`config.mk`:
```
export PLATFORM = sky130hd
export DESIGN_NAME = sd_seq_rx
export DESIGN_NICKNAME = d
export VERILOG_FILES = /design/src/rtl/sd_seq_pkg.sv /design/src/rtl/sd_sat_cnt.sv /design/src/rtl/sd_seq_rx.sv
export SDC_FILE = /design/constraint.sdc
export NUM_CORES = 1
export LEC_CHECK = 0
export CORE_MARGIN = 2
export CORE_UTILIZATION = 45
export DETAILED_ROUTE_END_ITERATION = 10
export GPL_TIMING_DRIVEN = 0
export PLACE_DENSITY = 0.71
export SKIP_LAST_GASP = 1
export SLEW_MARGIN = 20
export SYNTH_ARGS = -nofsm -noshare
export SYNTH_HDL_FRONTEND = slang
export SYNTH_HIERARCHICAL = 1
export SYNTH_SLANG_ARGS = --single-unit
```
`constraint.sdc`:
```
create_clock -name clk -period 4.3 [get_ports clk]
set_clock_uncertainty 0.2 [all_clocks]
set_input_delay 0.645 -clock clk [delete_from_list [all_inputs] [get_ports clk]]
set_output_delay 0.645 -clock clk [all_outputs]
set_load 0.01 [all_outputs]
```
`src/rtl/sd_seq_pkg.sv`:
```
// rtl/sd_seq_pkg.sv - shared types and helpers for the sd sequence generator/checker
package sd_seq_pkg;

  typedef enum logic [1:0] {
    SYNC  = 2'd0,
    CHECK = 2'd1,
    HALT  = 2'd2
  } seq_state_t;

  localparam logic [7:0] PAT_DEFAULT = 8'hFF;

  // Increment v but hold at the w-bit all-ones value (w in 1..32).
  function automatic logic [31:0] sat_inc(input logic [31:0] v, input int unsigned w);
    logic [32:0] top;
    top = (33'd1 << w) - 33'd1;
    if ({1'b0, v} >= top) return v;
    return v + 32'd1;
  endfunction

endpackage

```
`src/rtl/sd_sat_cnt.sv`:
```
// rtl/sd_sat_cnt.sv - saturating up-counter with synchronous clear
module sd_sat_cnt
  import sd_seq_pkg::*;
#(
  parameter int cnt_width = 16
) (
  input  logic                 clk,
  input  logic                 reset,
  input  logic                 clear,
  input  logic                 inc,
  output logic [cnt_width-1:0] cnt
);

  logic [cnt_width-1:0] cnt_q;

  // Clear wins over inc; the count sticks at all-ones instead of wrapping.
  always_ff @(posedge clk or posedge reset) begin
    if (reset)      cnt_q <= '0;
    else if (clear) cnt_q <= '0;
    else if (inc)   cnt_q <= cnt_width'(sat_inc(32'(cnt_q), cnt_width));
  end

  assign cnt = cnt_q;

endmodule

```
`src/rtl/sd_seq_rx.sv`:
```
// rtl/sd_seq_rx.sv - srdy/drdy sink that checks an incrementing data sequence
module sd_seq_rx
  import sd_seq_pkg::*;
#(
  parameter int width       = 8,
  parameter int cnt_width   = 16,
  parameter int sync_any    = 1,
  parameter int halt_on_err = 0
) (
  input  logic                 clk,
  input  logic                 reset,
  input  logic                 c_srdy,
  output logic                 c_drdy,
  input  logic [width-1:0]     c_data,
  input  logic                 pat_load,
  input  logic [7:0]           drdy_pat,
  input  logic                 clear,
  output logic [cnt_width-1:0] ok_cnt,
  output logic [cnt_width-1:0] err_cnt,
  output logic                 err,
  output logic [width-1:0]     err_exp,
  output logic [width-1:0]     err_got,
  output logic                 locked
);

  localparam seq_state_t     RST_STATE = (sync_any != 0) ? SYNC : CHECK;
  localparam logic [width-1:0] ONE     = 1;

  logic [7:0]       pat_q;
  seq_state_t       state_q, state_d;
  logic [width-1:0] exp_q, exp_d;
  logic             err_q, err_d;
  logic [width-1:0] err_exp_q, err_exp_d;
  logic [width-1:0] err_got_q, err_got_d;
  logic             ok_inc, err_inc;
  logic             xfer;

  assign c_drdy = pat_q[0] & (state_q != HALT);
  assign xfer   = c_srdy & c_drdy;
  assign locked = (state_q == CHECK);

  // Backpressure pattern: rotate right each cycle, a load replaces it.
  always_ff @(posedge clk or posedge reset) begin
    if (reset)         pat_q <= PAT_DEFAULT;
    else if (pat_load) pat_q <= drdy_pat;
    else               pat_q <= {pat_q[0], pat_q[7:1]};
  end

  // Checker state and first-error capture registers.
  always_ff @(posedge clk or posedge reset) begin
    if (reset) begin
      state_q   <= RST_STATE;
      exp_q     <= '0;
      err_q     <= 1'b0;
      err_exp_q <= '0;
      err_got_q <= '0;
    end else begin
      state_q   <= state_d;
      exp_q     <= exp_d;
      err_q     <= err_d;
      err_exp_q <= err_exp_d;
      err_got_q <= err_got_d;
    end
  end

  // Next-state: seed, compare, resync on mismatch; clear overrides any transfer.
  always_comb begin
    state_d   = state_q;
    exp_d     = exp_q;
    err_d     = err_q;
    err_exp_d = err_exp_q;
    err_got_d = err_got_q;
    ok_inc    = 1'b0;
    err_inc   = 1'b0;
    if (clear) begin
      state_d   = RST_STATE;
      exp_d     = '0;
      err_d     = 1'b0;
      err_exp_d = '0;
      err_got_d = '0;
    end else if (xfer) begin
      case (state_q)
        SYNC: begin
          exp_d   = c_data + ONE;
          ok_inc  = 1'b1;
          state_d = CHECK;
        end
        CHECK: begin
          if (c_data == exp_q) begin
            ok_inc = 1'b1;
            exp_d  = exp_q + ONE;
          end else begin
            err_inc = 1'b1;
            err_d   = 1'b1;
            if (!err_q) begin
              err_exp_d = exp_q;
              err_got_d = c_data;
            end
            exp_d = c_data + ONE;
            if (halt_on_err != 0) state_d = HALT;
          end
        end
        default: ;
      endcase
    end
  end

  sd_sat_cnt #(.cnt_width(cnt_width)) u_ok_cnt (
    .clk   (clk),
    .reset (reset),
    .clear (clear),
    .inc   (ok_inc),
    .cnt   (ok_cnt)
  );

  sd_sat_cnt #(.cnt_width(cnt_width)) u_err_cnt (
    .clk   (clk),
    .reset (reset),
    .clear (clear),
    .inc   (err_inc),
    .cnt   (err_cnt)
  );

  assign err     = err_q;
  assign err_exp = err_exp_q;
  assign err_got = err_got_q;

endmodule
```
==> impl_metrics.env, run 1 <==
export IMPL_status="finished, final reports clean"
export IMPL_drcViolationCount=0
export IMPL_power_frac_seq=0.446
export IMPL_design_die_area_mm2=0.008568
export IMPL_syn_num_nets=370
export IMPL_yosys_warnings=6
export IMPL_rsz0062_at_grt="no"
export IMPL_hpwl_mm=5.823
export IMPL_r2r_start="exp_q[1]$_DFFE_PP0P_"
export IMPL_setup_worst_path_start_class="input pin"
export IMPL_wire_per_inst_um=15.00
export IMPL_worstPathRequired_ps=4370
export IMPL_post_route_period_util=0.9110
export IMPL_hold_viol_final=0
export IMPL_p_total_uw=1477
export IMPL_synth_seq_cells=66
export IMPL_cts_hold_fix_buffers=0
export IMPL_power_density_mw_per_mm2=320.1
export IMPL_syn_inst=345
export IMPL_start_util=0.4616
export IMPL_die_h_um=92.57
export IMPL_maxCapViolations=0
export IMPL_core_rowCount=32
export IMPL_ctsResizeCount=0
export IMPL_seq_area_frac_synth=0.4708
export IMPL_netlist_top_cells_count="dfrtp_1, nor2_1, a21oi_1, mux2i_1, nand2_1"
export IMPL_cts_tree="done"
export IMPL_io_pins=72
export IMPL_drtIter0Drc=119
export IMPL_die_width_um=92.57
export IMPL_synth_edf_count=0
export IMPL_clk_path_buf_depth=2
export IMPL_port_buffers=69
export IMPL_p_leak_uw=0.001834
export IMPL_slew_violations=0
export IMPL_r2r_end="u_ok_cnt/cnt[11]$_DFFE_PP0P_"
export IMPL_cts_sinks=66
export IMPL_min_to="err_got[7]$_DFFE_PP0P_"
export IMPL_avgSynthCellArea_um2=10.23
export IMPL_synth_distinct_cells=46
export IMPL_num_antenna_cells=0
export IMPL_synth_largest_area_cell="dfrtp_1"
export IMPL_worstPathMaxFanout=7
export IMPL_peakVddDrop_mv=0.1669
export IMPL_post_cts_buffers=0
export IMPL_insertion_delay_ps=350
export IMPL_utilization=0.6032
export IMPL_synthTopCellsByArea="dfrtp_1, dfstp_2, mux2i_1"
export IMPL_min_path_type="flop to flop"
export IMPL_worstMarginPinSlew_ps=875.8
export IMPL_crit_arrival_ps=3990
export IMPL_vias=2946
export IMPL_path_class="input pin to flop"
export IMPL_dr_pass1_iters=5
export IMPL_vias_per_cell=5.538
export IMPL_core_mm2=0.007647
export IMPL_min_from="err_got[7]$_DFFE_PP0P_"
export IMPL_synth_most_common_cell="dfrtp_1"
export IMPL_clkSlewWorstSetupHoldPaths_ps=80
export IMPL_setup_viol=0
export IMPL_end_kind="flop"
export IMPL_grt_ovfl_total=0
export IMPL_tns_ps=0
export IMPL_synthFlopType="dfrtp_1"
export IMPL_grt_pass1_wl_mm=13.38
export IMPL_cts_max_level=3
export IMPL_r2r_setup_slack_ps=780
export IMPL_r2r_cells=8
export IMPL_pwr_share_comb=0.087
export IMPL_gp_congestion=0.8057
export IMPL_fin_crit_ps=3917
export IMPL_synthArstFlopShare=1.000
export IMPL_grt_pass1_vias=2790
export IMPL_cts_buffers=9
export IMPL_syn2layout_area_growth_pct=30.70
export IMPL_wl_mm=7.982
export IMPL_synth_area_mm2=0.003530
export IMPL_holdPathStages=2
export IMPL_synth_top_area_frac=0.4112
export IMPL_slew_headroom=0.4087
export IMPL_nets=450
export IMPL_timing_fmax_ghz=0.2553
export IMPL_ant_nets=0
export IMPL_p_sw_frac=0.2246
export IMPL_grt_max_degree=35
export IMPL_cts_root_buf="clkbuf_8"
export IMPL_clockPowerShare=0.467
export IMPL_p_int_uw=1145
export IMPL_antenna_found_initial=0
export IMPL_p_switching_uw=331.6
export IMPL_gr_usage_all_layers=0.1966
export IMPL_layout_drive_gt1_share=0.1256
per-layer routing:
layer	vias to the layer above	share of wire	GRT usage	wire, um
li1	1423	-	-	-
met1	1416	0.45	0.2570	3606
met2	93	0.48	0.3157	3860
met3	14	0.047	0.04475	378
met4	0	0.017	0.08085	137
met5	-	0	0	0
power by group through the flow:
stage / combinational, uW / sequential (uW) / clock (uW)
after CTS: 130 / 659 / 709
final: 128 / 659 / 690
after global placement: 128 / 670 / 0
after global routing: 142 / 662 / 734
after floorplan: 76.3 / 669 / 0
after detailed placement: 130 / 671 / 0
cell usage in the layout, fill, tap and decap left out, types with 10 or more instances in the layout:
cell type / n
o21ai_0: 16
dfrtp_1: 58
nand2_1: 19
mux2i_1: 20
a21oi_1: 20
or3_1: 14
clkbuf_8: 10
nand4_1: 10
nand3_1: 16
xor2_1: 16
clkdlybuf4s50_1: 69
nor2_1: 45
through the flow:
step / hold slack, ps / instances / instance area, um2 / worst slack (ps)
finish: 328.4 / 532 / 4613 / 382.7
global route: 358.3 / 532 / 4613 / 214.5
CTS: 331.5 / 532 / 4613 / 463.6
detailed placement: 313.4 / 516 / 4348 / 86.31
global placement: 309.2 / 516 / 4348 / 122.0
floorplan: 339.7 / 345 / 3530 / 934.5
critical path: stages:
cell and delay (ps):
clkdlybuf4s50_1 560, xor2_4 230, nor4_4 450, nand2_1 120, a21boi_0 620, nand4_1 310, or3_2 570, or3_1 330
a21oi_1 160
registers in the layout (all words and copies together) (netlist names):
register,count
err,1
exp_q,8
u_err_cnt/cnt,16
pat_q,8
u_ok_cnt/cnt,16
err_exp,8
err_got,8
state_q,1
how the worst max path moves through the flow:
stage,start,end,depth (start not counted)
2_1_floorplan,c_data[2],u_ok_cnt/cnt[13]$_DFFE_PP0P_,9
5_1_grt,c_data[1],u_ok_cnt/cnt[11]$_DFFE_PP0P_,9
3_3_place_gp,c_data[1],u_ok_cnt/cnt[13]$_DFFE_PP0P_,9
6_report,c_data[1],u_ok_cnt/cnt[11]$_DFFE_PP0P_,9
4_1_cts,c_data[1],u_ok_cnt/cnt[11]$_DFFE_PP0P_,9
3_5_place_dp,c_data[1],u_ok_cnt/cnt[13]$_DFFE_PP0P_,9
final cells by class:
cell class | count | area, um2
tap | 102 | 127.6
timing repair buffer | 69 | 690.7
multi-input combinational | 262 | 1783
sequential | 66 | 1662
clock inverter | 7 | 141.4
fill | 672 | 3034
inverter | 4 | 15.01
buffer | 13 | 70.07
clock buffer | 9 | 123.9
cell families after synthesis:
family | count (synthesis) | synth area share
multiplexers | 28 | 0.08224
XOR/XNOR | 19 | 0.05459
buffers and inverters | 17 | 0.02410
AO/OA/AOI/OAI | 59 | 0.1074
flip-flops | 66 | 0.4708
adder cells (fa/ha/maj) | 4 | 0.01418
AND/OR/NAND/NOR | 152 | 0.2467
(Power assumes the default switching activity.)
==> run 2: changes to the inputs <==
Clock period 4.3 ns to 4 ns, I/O delays scaled along.
==> run 2 against run 1 <==
Worst hold slack stayed put. First-iteration DRC count is 2.5% higher. Cell area stayed put. Non-clock buffer count stayed put.
==> impl_metrics.env, run 2 (synthesized netlist as in run 1, its figures left out) <==
export IMPL_cts_tree="done"
export IMPL_end_kind="flop"
export IMPL_post_route_period_util=0.9110
export IMPL_setup_worst_path_start_class="input pin"
export IMPL_final_area_mm2=0.004613
export IMPL_dp_slack_ps=-168.7
export IMPL_status="finished, final reports clean"
export IMPL_insertion_delay_ps=350
export IMPL_finalNonFillerCells=532
export IMPL_num_antenna_cells=0
export IMPL_cts_max_level=3
export IMPL_port_buffers=69
export IMPL_fin_crit_ps=3644
export IMPL_power_density_mw_per_mm2=344.1
export IMPL_cts_sinks=66
export IMPL_dr_pass1_iters=4
export IMPL_crit_arrival_ps=3710
export IMPL_timing_fmax_ghz=0.2744
export IMPL_worstPathRequired_ps=4070
export IMPL_gp_congestion=0.8057
export IMPL_peakVddDrop_mv=0.1795
export IMPL_io_pins=72
export IMPL_layout_drive_gt1_share=0.1256
export IMPL_clk_path_buf_depth=2
export IMPL_min_path_type="flop to flop"
export IMPL_layout_common_cells="clkdlybuf4s50_1, dfrtp_1, nor2_1"
export IMPL_wire_per_inst_um=14.97
export IMPL_grt_pass1_wl_mm=13.38
export IMPL_nets=450
export IMPL_hpwl_mm=5.823
export IMPL_worstMarginPinSlew_ps=906.7
export IMPL_ant_nets=0
export IMPL_core_mm2=0.007647
export IMPL_place_inst=516
export IMPL_grt_max_degree=35
export IMPL_design_die_area_mm2=0.008568
export IMPL_drtIter0Drc=122
export IMPL_fin_ws_ps=356.2
export IMPL_antenna_found_initial=0
export IMPL_drcViolationCount=0
export IMPL_p_leak_uw=0.001835
export IMPL_cts_root_buf="clkbuf_8"
export IMPL_hold_viol_final=0
export IMPL_layout_commonest_cell="clkdlybuf4s50_1"
export IMPL_die_h_um=92.57
export IMPL_tns_ps=0
export IMPL_slew_headroom=0.3879
export IMPL_worstPathMaxFanout=7
export IMPL_gr_usage_all_layers=0.1966
export IMPL_vias=2934
export IMPL_maxCapViolations=0
export IMPL_die_width_um=92.57
export IMPL_start_util=0.4616
export IMPL_grt_ovfl_total=0
export IMPL_grt_pass1_vias=2790
export IMPL_vias_per_cell=5.515
export IMPL_cts_buffers=9
export IMPL_wl_mm=7.966
export IMPL_clkSlewWorstSetupHoldPaths_ps=80
export IMPL_core_rowCount=32
export IMPL_syn2layout_area_growth_pct=30.70
export IMPL_path_class="input pin to flop"
export IMPL_setup_viol=0
export IMPL_post_cts_buffers=0
export IMPL_slew_violations=0
export IMPL_cts_hold_fix_buffers=0
export IMPL_rsz0062_at_grt="no"
export IMPL_fin_hold_ws_ps=328.4
export IMPL_place_area_mm2=0.004348
[run 2: cell counts in the layout (fill, tap and decap cells not counted)]
Identical to the previous run, type by type.
[run 2: final timing paths]
path                                   startpoint                            end  slack (ps)  cells past startpoint
setup reg to reg               pat_q[0]$_DFF_PP1_  u_err_cnt/cnt[11]$_DFFE_PP0P_         630                      8
max in group asynchronous                   reset         err_exp[6]$_DFFE_PP0P_        2610                      2
setup / recovery                        c_data[1]   u_ok_cnt/cnt[11]$_DFFE_PP0P_         360                      9
hold reg to reg            err_got[7]$_DFFE_PP0P_         err_got[7]$_DFFE_PP0P_         330                      2
hold / removal             err_got[7]$_DFFE_PP0P_         err_got[7]$_DFFE_PP0P_         330                      2
min in group asynchronous                   reset   u_err_cnt/cnt[0]$_DFFE_PP0P_         510                      2
[run 2: worst max-delay path, cell delays in order]
cell and delay [ps]:
clkdlybuf4s50_1 560, xor2_4 230, nor4_4 450, nand2_1 130
a21boi_1 430, nand4_1 270, or3_2 560, or3_1 330
a21oi_1 160
[run 2: power breakdown]
part           internal [uW]  leakage, uW  switching (uW)  total, uW
clock                    477     0.000129             265        741
sequential               691     0.000888            17.2        709
combinational           62.8     0.000818            74.7        138
[run 2: area by class of cell]
type	count	area, um2
fillers	672	3034
inverters	4	15.01
flip-flops and latches	66	1662
clock inverters	7	141.4
multi-input cells	262	1783
plain buffers	13	70.07
well taps	102	127.6
repair buffers	69	690.7
clock buffers	9	123.9
[run 2: per-stage QoR]
step / total power [uW] / utilization
global placement: 857.9 / 0.5686
finish: 1587 / 0.6032
detailed placement: 860.9 / 0.5686
floorplan: 801.7 / -
CTS: 1611 / 0.6032
global route: 1652 / 0.6032
[run 2: per-layer routing]
metal  track usage  vias to the layer above  share of wire
li1              -                     1425              -
met2        0.3157                       79           0.49
met4       0.08085                        0          0.016
met5             0                        -              0
met1        0.2570                     1418           0.45
met3       0.04475                       12          0.047
[run 2: what timing repair did]
| action | 4_1_cts | 5_1_grt |
|---|---|---|
| endpoints found under the hold margin | 0 | 0 |
| endpoints found under the setup margin | 0 | 2 |
| resized for setup | 0 | 1 |
==> run 3: changes to the inputs <==
Settings changed: SETUP_SLACK_MARGIN set to 0.1.
==> results of run 3 <==
The final DEF is identical to that of run 2; final timing and power are the same.
